### src/rtl/axi_sched_pkg.sv
// Shared types and default sizes for the AXI write-route scheduler.
package axi_sched_pkg;

    localparam int DEF_M_WIDTH = 2;
    localparam int DEF_S_WIDTH = 3;
    localparam int DEF_DEPTH   = 4;

    typedef enum logic {
        AW_IDLE  = 1'b0,
        AW_GRANT = 1'b1
    } aw_state_e;

endpackage

### src/rtl/axi_route_fifo.sv
// In-order route queue: register-based FIFO with a fall-through head, fully async-reset.
module axi_route_fifo
    import axi_sched_pkg::*;
#(
    parameter int WIDTH = DEF_M_WIDTH + DEF_S_WIDTH,
    parameter int DEPTH = DEF_DEPTH
) (
    input  logic                     clk,
    input  logic                     rstn,
    input  logic                     push,
    input  logic                     pop,
    input  logic [WIDTH-1:0]         din,
    output logic [WIDTH-1:0]         dout,
    output logic                     empty,
    output logic                     full,
    output logic [$clog2(DEPTH):0]   count
);

    localparam int AW = $clog2(DEPTH);
    localparam int CW = AW + 1;

    logic [WIDTH-1:0] mem_reg [DEPTH];
    logic [AW-1:0]    wr_ptr_reg;
    logic [AW-1:0]    rd_ptr_reg;
    logic [CW-1:0]    count_reg;
    logic             do_push;
    logic             do_pop;

    assign empty   = (count_reg == '0);
    assign full    = (count_reg == CW'(DEPTH));
    assign count   = count_reg;
    assign dout    = mem_reg[rd_ptr_reg];
    assign do_push = push & ~full;
    assign do_pop  = pop & ~empty;

    // Storage is reset too so the head outputs read 0 while the queue is empty after reset.
    always_ff @(posedge clk or negedge rstn) begin
        if (!rstn) begin
            for (int i = 0; i < DEPTH; i++) begin
                mem_reg[i] <= '0;
            end
            wr_ptr_reg <= '0;
            rd_ptr_reg <= '0;
            count_reg  <= '0;
        end else begin
            if (do_push) begin
                mem_reg[wr_ptr_reg] <= din;
                wr_ptr_reg          <= wr_ptr_reg + 1'b1;
            end
            if (do_pop) begin
                rd_ptr_reg <= rd_ptr_reg + 1'b1;
            end
            if (do_push && !do_pop) begin
                count_reg <= count_reg + 1'b1;
            end else if (do_pop && !do_push) begin
                count_reg <= count_reg - 1'b1;
            end
        end
    end

endmodule

### src/rtl/axi_wr_route_scheduler.sv
// Round-robin AW arbiter plus in-order route queue that steers W data in AW acceptance order.
module axi_wr_route_scheduler
    import axi_sched_pkg::*;
#(
    parameter int M_WIDTH = DEF_M_WIDTH,
    parameter int S_WIDTH = DEF_S_WIDTH,
    parameter int DEPTH   = DEF_DEPTH
) (
    input  logic                         clk,
    input  logic                         rstn,
    input  logic [2**M_WIDTH-1:0]        m_awvalid,
    input  logic [2**M_WIDTH*S_WIDTH-1:0] m_aw_slave,
    input  logic                         bus_awready,
    output logic                         aw_grant_valid,
    output logic [M_WIDTH-1:0]           aw_master_sel,
    output logic [S_WIDTH-1:0]           aw_slave_sel,
    input  logic                         bus_wvalid,
    input  logic                         bus_wready,
    input  logic                         bus_wlast,
    output logic                         w_route_valid,
    output logic [M_WIDTH-1:0]           wr_data_master_sel,
    output logic [S_WIDTH-1:0]           wr_data_slave_sel,
    output logic [$clog2(DEPTH):0]       outstanding,
    output logic                         w_orphan_err
);

    localparam int NM = 2 ** M_WIDTH;
    localparam int RW = M_WIDTH + S_WIDTH;

    typedef struct packed {
        logic [M_WIDTH-1:0] m;
        logic [S_WIDTH-1:0] s;
    } wr_route_t;

    aw_state_e          state_reg;
    logic               grant_valid_reg;
    logic [M_WIDTH-1:0] master_sel_reg;
    logic [S_WIDTH-1:0] slave_sel_reg;
    logic [M_WIDTH-1:0] rr_ptr_reg;
    logic               orphan_reg;

    logic [S_WIDTH-1:0] slave_arr [NM];
    logic               win_found;
    logic [M_WIDTH-1:0] win_idx;
    logic [M_WIDTH-1:0] rr_cand;

    wr_route_t          push_route;
    wr_route_t          head_route;
    logic [RW-1:0]      head_bits;
    logic               fifo_empty;
    logic               fifo_full;
    logic               push;
    logic               pop;
    logic               w_hs;

    generate
        for (genvar gi = 0; gi < NM; gi++) begin : g_slave_slice
            assign slave_arr[gi] = m_aw_slave[gi*S_WIDTH +: S_WIDTH];
        end
    endgenerate

    // First requester at or after the RR pointer, wrapping modulo NM.
    always_comb begin
        win_found = 1'b0;
        win_idx   = rr_ptr_reg;
        rr_cand   = '0;
        for (int k = 0; k < NM; k++) begin
            rr_cand = rr_ptr_reg + M_WIDTH'(k);
            if (!win_found && m_awvalid[rr_cand]) begin
                win_found = 1'b1;
                win_idx   = rr_cand;
            end
        end
    end

    assign push       = grant_valid_reg & bus_awready;
    assign w_hs       = bus_wvalid & bus_wready;
    assign pop        = w_hs & bus_wlast & ~fifo_empty;
    assign push_route = '{m: master_sel_reg, s: slave_sel_reg};

    always_ff @(posedge clk or negedge rstn) begin
        if (!rstn) begin
            state_reg       <= AW_IDLE;
            grant_valid_reg <= 1'b0;
            master_sel_reg  <= '0;
            slave_sel_reg   <= '0;
            rr_ptr_reg      <= '0;
            orphan_reg      <= 1'b0;
        end else begin
            orphan_reg <= w_hs & fifo_empty;
            case (state_reg)
                AW_IDLE: begin
                    if (win_found && !fifo_full) begin
                        grant_valid_reg <= 1'b1;
                        master_sel_reg  <= win_idx;
                        slave_sel_reg   <= slave_arr[win_idx];
                        state_reg       <= AW_GRANT;
                    end
                end
                AW_GRANT: begin
                    // Grant is frozen regardless of request changes until the slave accepts.
                    if (bus_awready) begin
                        grant_valid_reg <= 1'b0;
                        rr_ptr_reg      <= master_sel_reg + 1'b1;
                        state_reg       <= AW_IDLE;
                    end
                end
                default: begin
                    grant_valid_reg <= 1'b0;
                    state_reg       <= AW_IDLE;
                end
            endcase
        end
    end

    axi_route_fifo #(
        .WIDTH (RW),
        .DEPTH (DEPTH)
    ) u_route_fifo (
        .clk   (clk),
        .rstn  (rstn),
        .push  (push),
        .pop   (pop),
        .din   (push_route),
        .dout  (head_bits),
        .empty (fifo_empty),
        .full  (fifo_full),
        .count (outstanding)
    );

    assign head_route         = wr_route_t'(head_bits);
    assign aw_grant_valid     = grant_valid_reg;
    assign aw_master_sel      = master_sel_reg;
    assign aw_slave_sel       = slave_sel_reg;
    assign w_route_valid      = ~fifo_empty;
    assign wr_data_master_sel = head_route.m;
    assign wr_data_slave_sel  = head_route.s;
    assign w_orphan_err       = orphan_reg;

endmodule

### config.mk
export PLATFORM = sky130hd
export DESIGN_NAME = axi_wr_route_scheduler
export DESIGN_NICKNAME = d
export VERILOG_FILES = /design/src/rtl/axi_sched_pkg.sv /design/src/rtl/axi_route_fifo.sv /design/src/rtl/axi_wr_route_scheduler.sv
export SDC_FILE = /design/constraint.sdc
export NUM_CORES = 1
export LEC_CHECK = 0
export CAP_MARGIN = 20
export CORE_MARGIN = 5
export CORE_UTILIZATION = 30
export DETAILED_ROUTE_END_ITERATION = 10
export PLACE_DENSITY = 0.58
export REMOVE_ABC_BUFFERS = 1
export SLEW_MARGIN = 20
export SYNTH_ARGS = -nofsm -noshare
export SYNTH_HDL_FRONTEND = slang
export SYNTH_SLANG_ARGS = --single-unit
### constraint.sdc
create_clock -name clk -period 6.3 [get_ports clk]
set_input_delay 1.575 -clock clk [delete_from_list [all_inputs] [get_ports clk]]
set_output_delay 1.575 -clock clk [all_outputs]
set_load 0.02 [all_outputs]
== Word-level counts from Yosys, hierarchy flattened ==
Cells that the tools add are included.
Word-level totals
  register bits after elaboration: 37
  output and inout port bits: 16
  logic and storage cells: 95
Operators by class
  add/sub/neg operators: 8
  magnitude comparators: 8
  equal/unequal tests: 3
  mux-type cells: 32
  bitwise gates (word level): 13
  reductions and logical operators: 18
Operators by type and width (number)
  bitwise mux 20 bit: 1
  two-way mux 5 bit: 3
  less-than comparator 2 x 3 -> 1 bit, second input constant: 4
  two-way mux 1 bit: 12
  two-way mux 3 bit: 4
  binary-select mux 5 bit (select 2 bit): 1
  demux 5 bit (select 2 bit): 1
  >= comparator 3 bit, second input constant: 3
  inverter 2 -> 3 bit: 3
  adder 2 x 1 -> 2 bit, second input constant: 4
  binary-select mux 1 bit (select 2 bit): 4
  AND 1 bit: 7
  logical AND 1 bit: 7
  binary-select mux 3 bit (select 2 bit): 1
  logical NOT 1 bit: 6
  two-way mux 2 bit: 3
  AND reduction 2 bit: 3
  adder 2 bit, second input constant: 2
  inequality test 2 bit, second input constant: 2
  case mux 1 bit (2 select lines): 2
  adder 3 x 1 -> 3 bit, second input constant: 1
  equality test 3 bit, second input constant: 1
  logical NOT 3 bit: 1
  less-than comparator 3 x 1 -> 1 bit, second input constant: 1
  3 further kinds: 5

== Longest topological paths before layout ==
  depth after elaboration: 16
  mapped depth: 8
  gate-level depth less buffers: 8

== By module ==
From an unflattened synthesis, not the netlist that was laid out.
Second synthesis, totals
  cells, all modules: 153
  area total of the unflattened synthesis: 1893.1 µm²
By module, submodules not included
  axi_route_fifo: instances 1, cells each 85, area an instance 1268.7 µm², seq. area each 675.6 µm²
  axi_wr_route_scheduler: instances 1, cells each 68, area an instance 624.3 µm², seq. area each 250.2 µm²

== Worst setup path after synthesis ==
OpenSTA, ideal clock, no wires.
  kind: in2reg
  start: in bus_awready
  end: reg u_route_fifo.count_reg[2], in the netlist u_route_fifo.count[2]
  setup time: 0.080 ns
  arrival time: 2.861 ns
  required time: 6.220 ns
  setup slack: 3.359 ns
  stages on the path: 8
  path through: nand2_1 -> nor2_2 -> ha_1 -> inv_1 -> fa_1 -> xor2_1 -> nor2_1 -> xor2_1
Between the ends
  cells in the longest elaborated chain, start to end: 5
  elaborated cells between the ends (all ways): 7
  classes of those cells: 1 x mux; 2 x bitwise; 4 x reduce/logical
Ends and longest elaborated chain
  start, declared: RTL line axi_wr_route_scheduler.sv:13  | input logic bus_awready,
  AND 1 bit (*): RTL line axi_wr_route_scheduler.sv:76  | assign push = grant_valid_reg & bus_awready;
  AND 1 bit (*): RTL line axi_route_fifo.sv:33  | assign do_push = push & ~full;
  named net u_route_fifo.do_push: RTL line axi_route_fifo.sv:26  | logic do_push;
  logical NOT 1 bit: RTL line axi_route_fifo.sv:55  | end else if (do_pop && !do_push) begin
  logical AND 1 bit: RTL line axi_route_fifo.sv:55
  nonzero test 2 bit (no line)
  end signal, assigned: RTL line axi_route_fifo.sv:54  | count_reg <= count_reg + 1'b1;
  end signal, assigned: RTL line axi_route_fifo.sv:56  | count_reg <= count_reg - 1'b1;
  end, declared: RTL line axi_route_fifo.sv:25  | logic [CW-1:0] count_reg;
The timed path passes the listed nets; every way through them passes the cells marked *.
A chain may end at the register's enable or synchronous reset.

== Worst setup path in the final report ==
  start: reg u_route_fifo.rd_ptr_reg[0]
  end: out wr_data_slave_sel[0]
Between the ends
  cells in the longest elaborated chain, start to end: 4
Ends and longest elaborated chain
  start, declared: RTL line axi_route_fifo.sv:24  | logic [AW-1:0] rd_ptr_reg;
  start signal, assigned: RTL line axi_route_fifo.sv:51  | rd_ptr_reg <= rd_ptr_reg + 1'b1;
  inverter 2 -> 3 bit (implied by the code): RTL line axi_route_fifo.sv:32  | assign dout = mem_reg[rd_ptr_reg];
  binary-select mux 5 bit (select 2 bit): RTL line axi_route_fifo.sv:32
  two-way mux 5 bit (implied by the code) (2 in series): RTL line axi_route_fifo.sv:32
  end, declared: RTL line axi_wr_route_scheduler.sv:22  | output logic [S_WIDTH-1:0] wr_data_slave_sel,
No other way between the ends. The select of a mux whose other input is x is not followed.

==> summary.md <==
| Metric | Value |
|---|---|
| Fin area | 2390 um2 |
| Global-route wire length before repair | 5.94 mm |
| Layout cells sized above 1 | 23.5% |
| Commonest non-fill, non-tap cells in the layout | dfrtp_1 (37), clkdlybuf4s50_1 (36), mux2_2 (21), nand2_1 (16) |
| RSZ-0062 raised after global routing | no |
| Net switching power | roughly 0.45 mW |
| Cell count after synthesis | 146 |
| Power Dens Cells | 517 nW/um2 |
| Remaining DRCs | 0 |
| P_int | 0.787 mW |
| Hpwl dp | 2.68 mm |
| # setup viols final | 0 |
| Met2 GRT Util | 15.3% |
| Min-delay src | u_route_fifo.mem_reg[16] |
| Final RePlAce weighted congestion | 0.761 |
| Nets | 215 |
| Die extent in y | 88.2 um |
| Largest net degree at the start of global routing | 38 |
| Post-synthesis register bit count | 37 |
| Synthesis warning total | 0 |
| Worst slew pin tran | between 0.8 and 0.9 ns |
| Number of diodes | 0 |
| Vias in the first global route | 1230 |
| Crit path launch | u_route_fifo.rd_ptr_reg[0] |
| Hold Buf Count CTS | 0 |
| Critical path launch point type | register |
| TNS Setup | 0 ns |
| GR peak layer | met2 |
| Combinational share of power | approximately 46% |
| Met3 Usage GRT | 3.39% |
| Worst hold path type | register to register |
| Leakage | ~1 nW |
| Initial Util | 31.0% |
| Max FO, Critical Path | 7 |
| CTS Buffer Depth | 2 |
| Post-DRT Antenna Nets | 0 |
| Post-DP Area | roughly 2300 um2 |
| Final wirelength | 3.60 mm |
| Tot GR Track Use | around a tenth |
| CTS tree | built |
| Crit path DAT | 2.01 ns |
| Sequential power share | 37.8% |
| Commonest non-fill, non-tap cell in the layout | dfrtp_1 |
| Post-layout worst setup margin | 2.72 ns |
| CTS sink cnt | 37 |
| IO Count | 38 |
| Final min period | 3.58 ns |
| CP Class | register to primary output |
| Routing usage on met1 | 13.6% |
| Total core area | ~5900 um2 |
| Mapped Area | 1830 um2 |
| Hold path depth | 1 |
| Clk_lat worst skew | 0.29 ns |
| Grt total ovfl | 0 |
| Vias | 1204 |
| Final Max Slew Viols | 0 |
| Initial DRC Count | 54 |
| Mean Syn Cell Area | 12.6 um2 |
| Fmax | 279 MHz |
| Pre-CTS setup slack | 2.73 ns |
| DRT Pass-1 Iters | 4 |
| Clock power share | approximately 16% |
| Die Wd | between 80 and 90 um |
| Worst slew margin | 45.6% |
| Reg2Reg Depth | 8 |
| Vias per cell | ~4.6 |
| VDD IR-drop max | 0.000205 V |
| Final period util | 56.9% |
| Final Hold Violating Endpoints | 0 |
| Area Overhead vs Synth | 30.1% |
| H-tree depth | 2 |
| Number of cells upsized or downsized after cts | 0 |
| Die ar. | 7780 um2 |
| Post-synthesis sequential area ratio | 50.5% |
| Std-Cell Rows | 28 |
| # Post-CTS Setup Buffers | 0 |
| # Max-Cap Violations | 0 |
| Max FFs per register | 20 |
| Clock Pin Slew Worst Setup and Hold Paths | 0.07 ns |
| Root Driver | clkbuf_8 |
| Initial antenna violation count | 0 |
| Worst clock skew | 0.0122 ns |
| TritonCTS Buffers | 5 |
| Status | finished clean |
| Reg2Reg Launch Point | u_route_fifo.count[0] |
| IO Port Bufs | 37 |
| Routed WL per cell | 13.7 um |
| Critical path required time | around 4.7 ns |
| Fill count | 587 |
| Distinct cells, synth | 35 |
| Sw Ratio | 36.2% |
| CP Capture Type | primary output |
-- worst paths after layout --
| path | end | slack, ns |
|---|---|---|
| max | wr_data_slave_sel[0] | 2.72 |
| min | u_route_fifo.mem_reg[16] | 0.50 |
| max reg2reg | u_route_fifo.count[2] | 4.13 |
| min reg2reg | u_route_fifo.mem_reg[16] | 0.50 |
| max in group asynchronous | u_route_fifo.mem_reg[7] | 4.40 |
| min in group asynchronous | u_route_fifo.mem_reg[10] | 1.38 |
-- cells in the mapped netlist --
master | n | share of area, %
a2111oi_0 | 2 | 0.96
a211oi_1 | 2 | 0.82
a21bo_1 | 1 | 0.55
a21boi_2 | 1 | 0.61
a21o_1 | 1 | 0.41
a21oi_1 | 1 | 0.27
a21oi_2 | 2 | 0.96
a221oi_2 | 1 | 0.82
a22oi_1 | 1 | 0.41
a31oi_1 | 1 | 0.34
and2_1 | 1 | 0.34
clkbuf_1 | 3 | 0.61
dfrtp_1 | 37 | 50
fa_1 | 1 | 1.1
ha_1 | 5 | 3.4
inv_1 | 7 | 1.4
mux2_2 | 21 | 13
mux2i_1 | 4 | 2.2
mux4_2 | 5 | 6.1
nand2_1 | 16 | 3.3
nand2b_1 | 2 | 0.68
nand2b_2 | 1 | 0.48
nand4_1 | 1 | 0.34
nor2_1 | 7 | 1.4
nor2_2 | 1 | 0.34
nor3_1 | 2 | 0.55
nor3_4 | 1 | 0.89
nor3b_1 | 1 | 0.41
nor4_1 | 1 | 0.34
o21ai_0 | 4 | 1.1
o31a_2 | 2 | 1.1
or2_2 | 1 | 0.34
or3_1 | 2 | 0.68
xnor2_1 | 4 | 1.9
xor2_1 | 3 | 1.4
-- stage by stage --
stage	total power, mW	std cells	utilization [%]	hold WS, ns
2_1_floorplan	0.829	143	-	0.474
3_3_place_gp	1.05	255	38.5	0.484
3_5_place_dp	1.06	255	38.5	0.489
4_1_cts	1.25	262	40.3	0.506
5_1_grt	1.32	262	40.3	0.515
6_report	1.23	262	40.3	0.504
-- cells by family after synthesis --
family | Yosys count | share of synthesized area, %
and+or+nand+nor | 37 | 10.1
DFF | 37 | 50.5
muxes | 30 | 21.2
AOI/OAI and AO/OA | 19 | 8.32
buffers and inverters | 10 | 2.05
xor gates and xnor gates | 7 | 3.34
adders and majority gates | 6 | 4.50
-- per-layer routing --
metal / wire (um) / share of wire, %
met1: 1700 / 47
met2: 1690 / 47
met3: 185 / 5.1
met4: 21 / 0.58
met5: 0 / 0
-- power by group through the flow --
stage | sequential, mW | combinational (mW) | clock (mW)
2_1_floorplan | 0.473 | 0.356 | 0
3_3_place_gp | 0.474 | 0.573 | 0
3_5_place_dp | 0.473 | 0.583 | 0
4_1_cts | 0.470 | 0.583 | 0.201
5_1_grt | 0.487 | 0.625 | 0.212
6_report | 0.467 | 0.571 | 0.196
-- layout make-up --
type	count	area (um2)	share of cell area, %
clock buffer	5	68.8	2.88
clock inverter	2	35.0	1.47
tap	75	93.8	3.93
inverter	7	26.3	1.10
sequential	37	926	38.8
timing repair buffer	37	365	15.3
multi-input combinational	99	871	36.5
-- critical path: stages, from the launching register on --
cell             delay (ns)
dfrtp_1                0.60
mux4_2                 0.57
clkdlybuf4s50_1        0.55
Note: power is estimated with default switching activity, not from simulation.
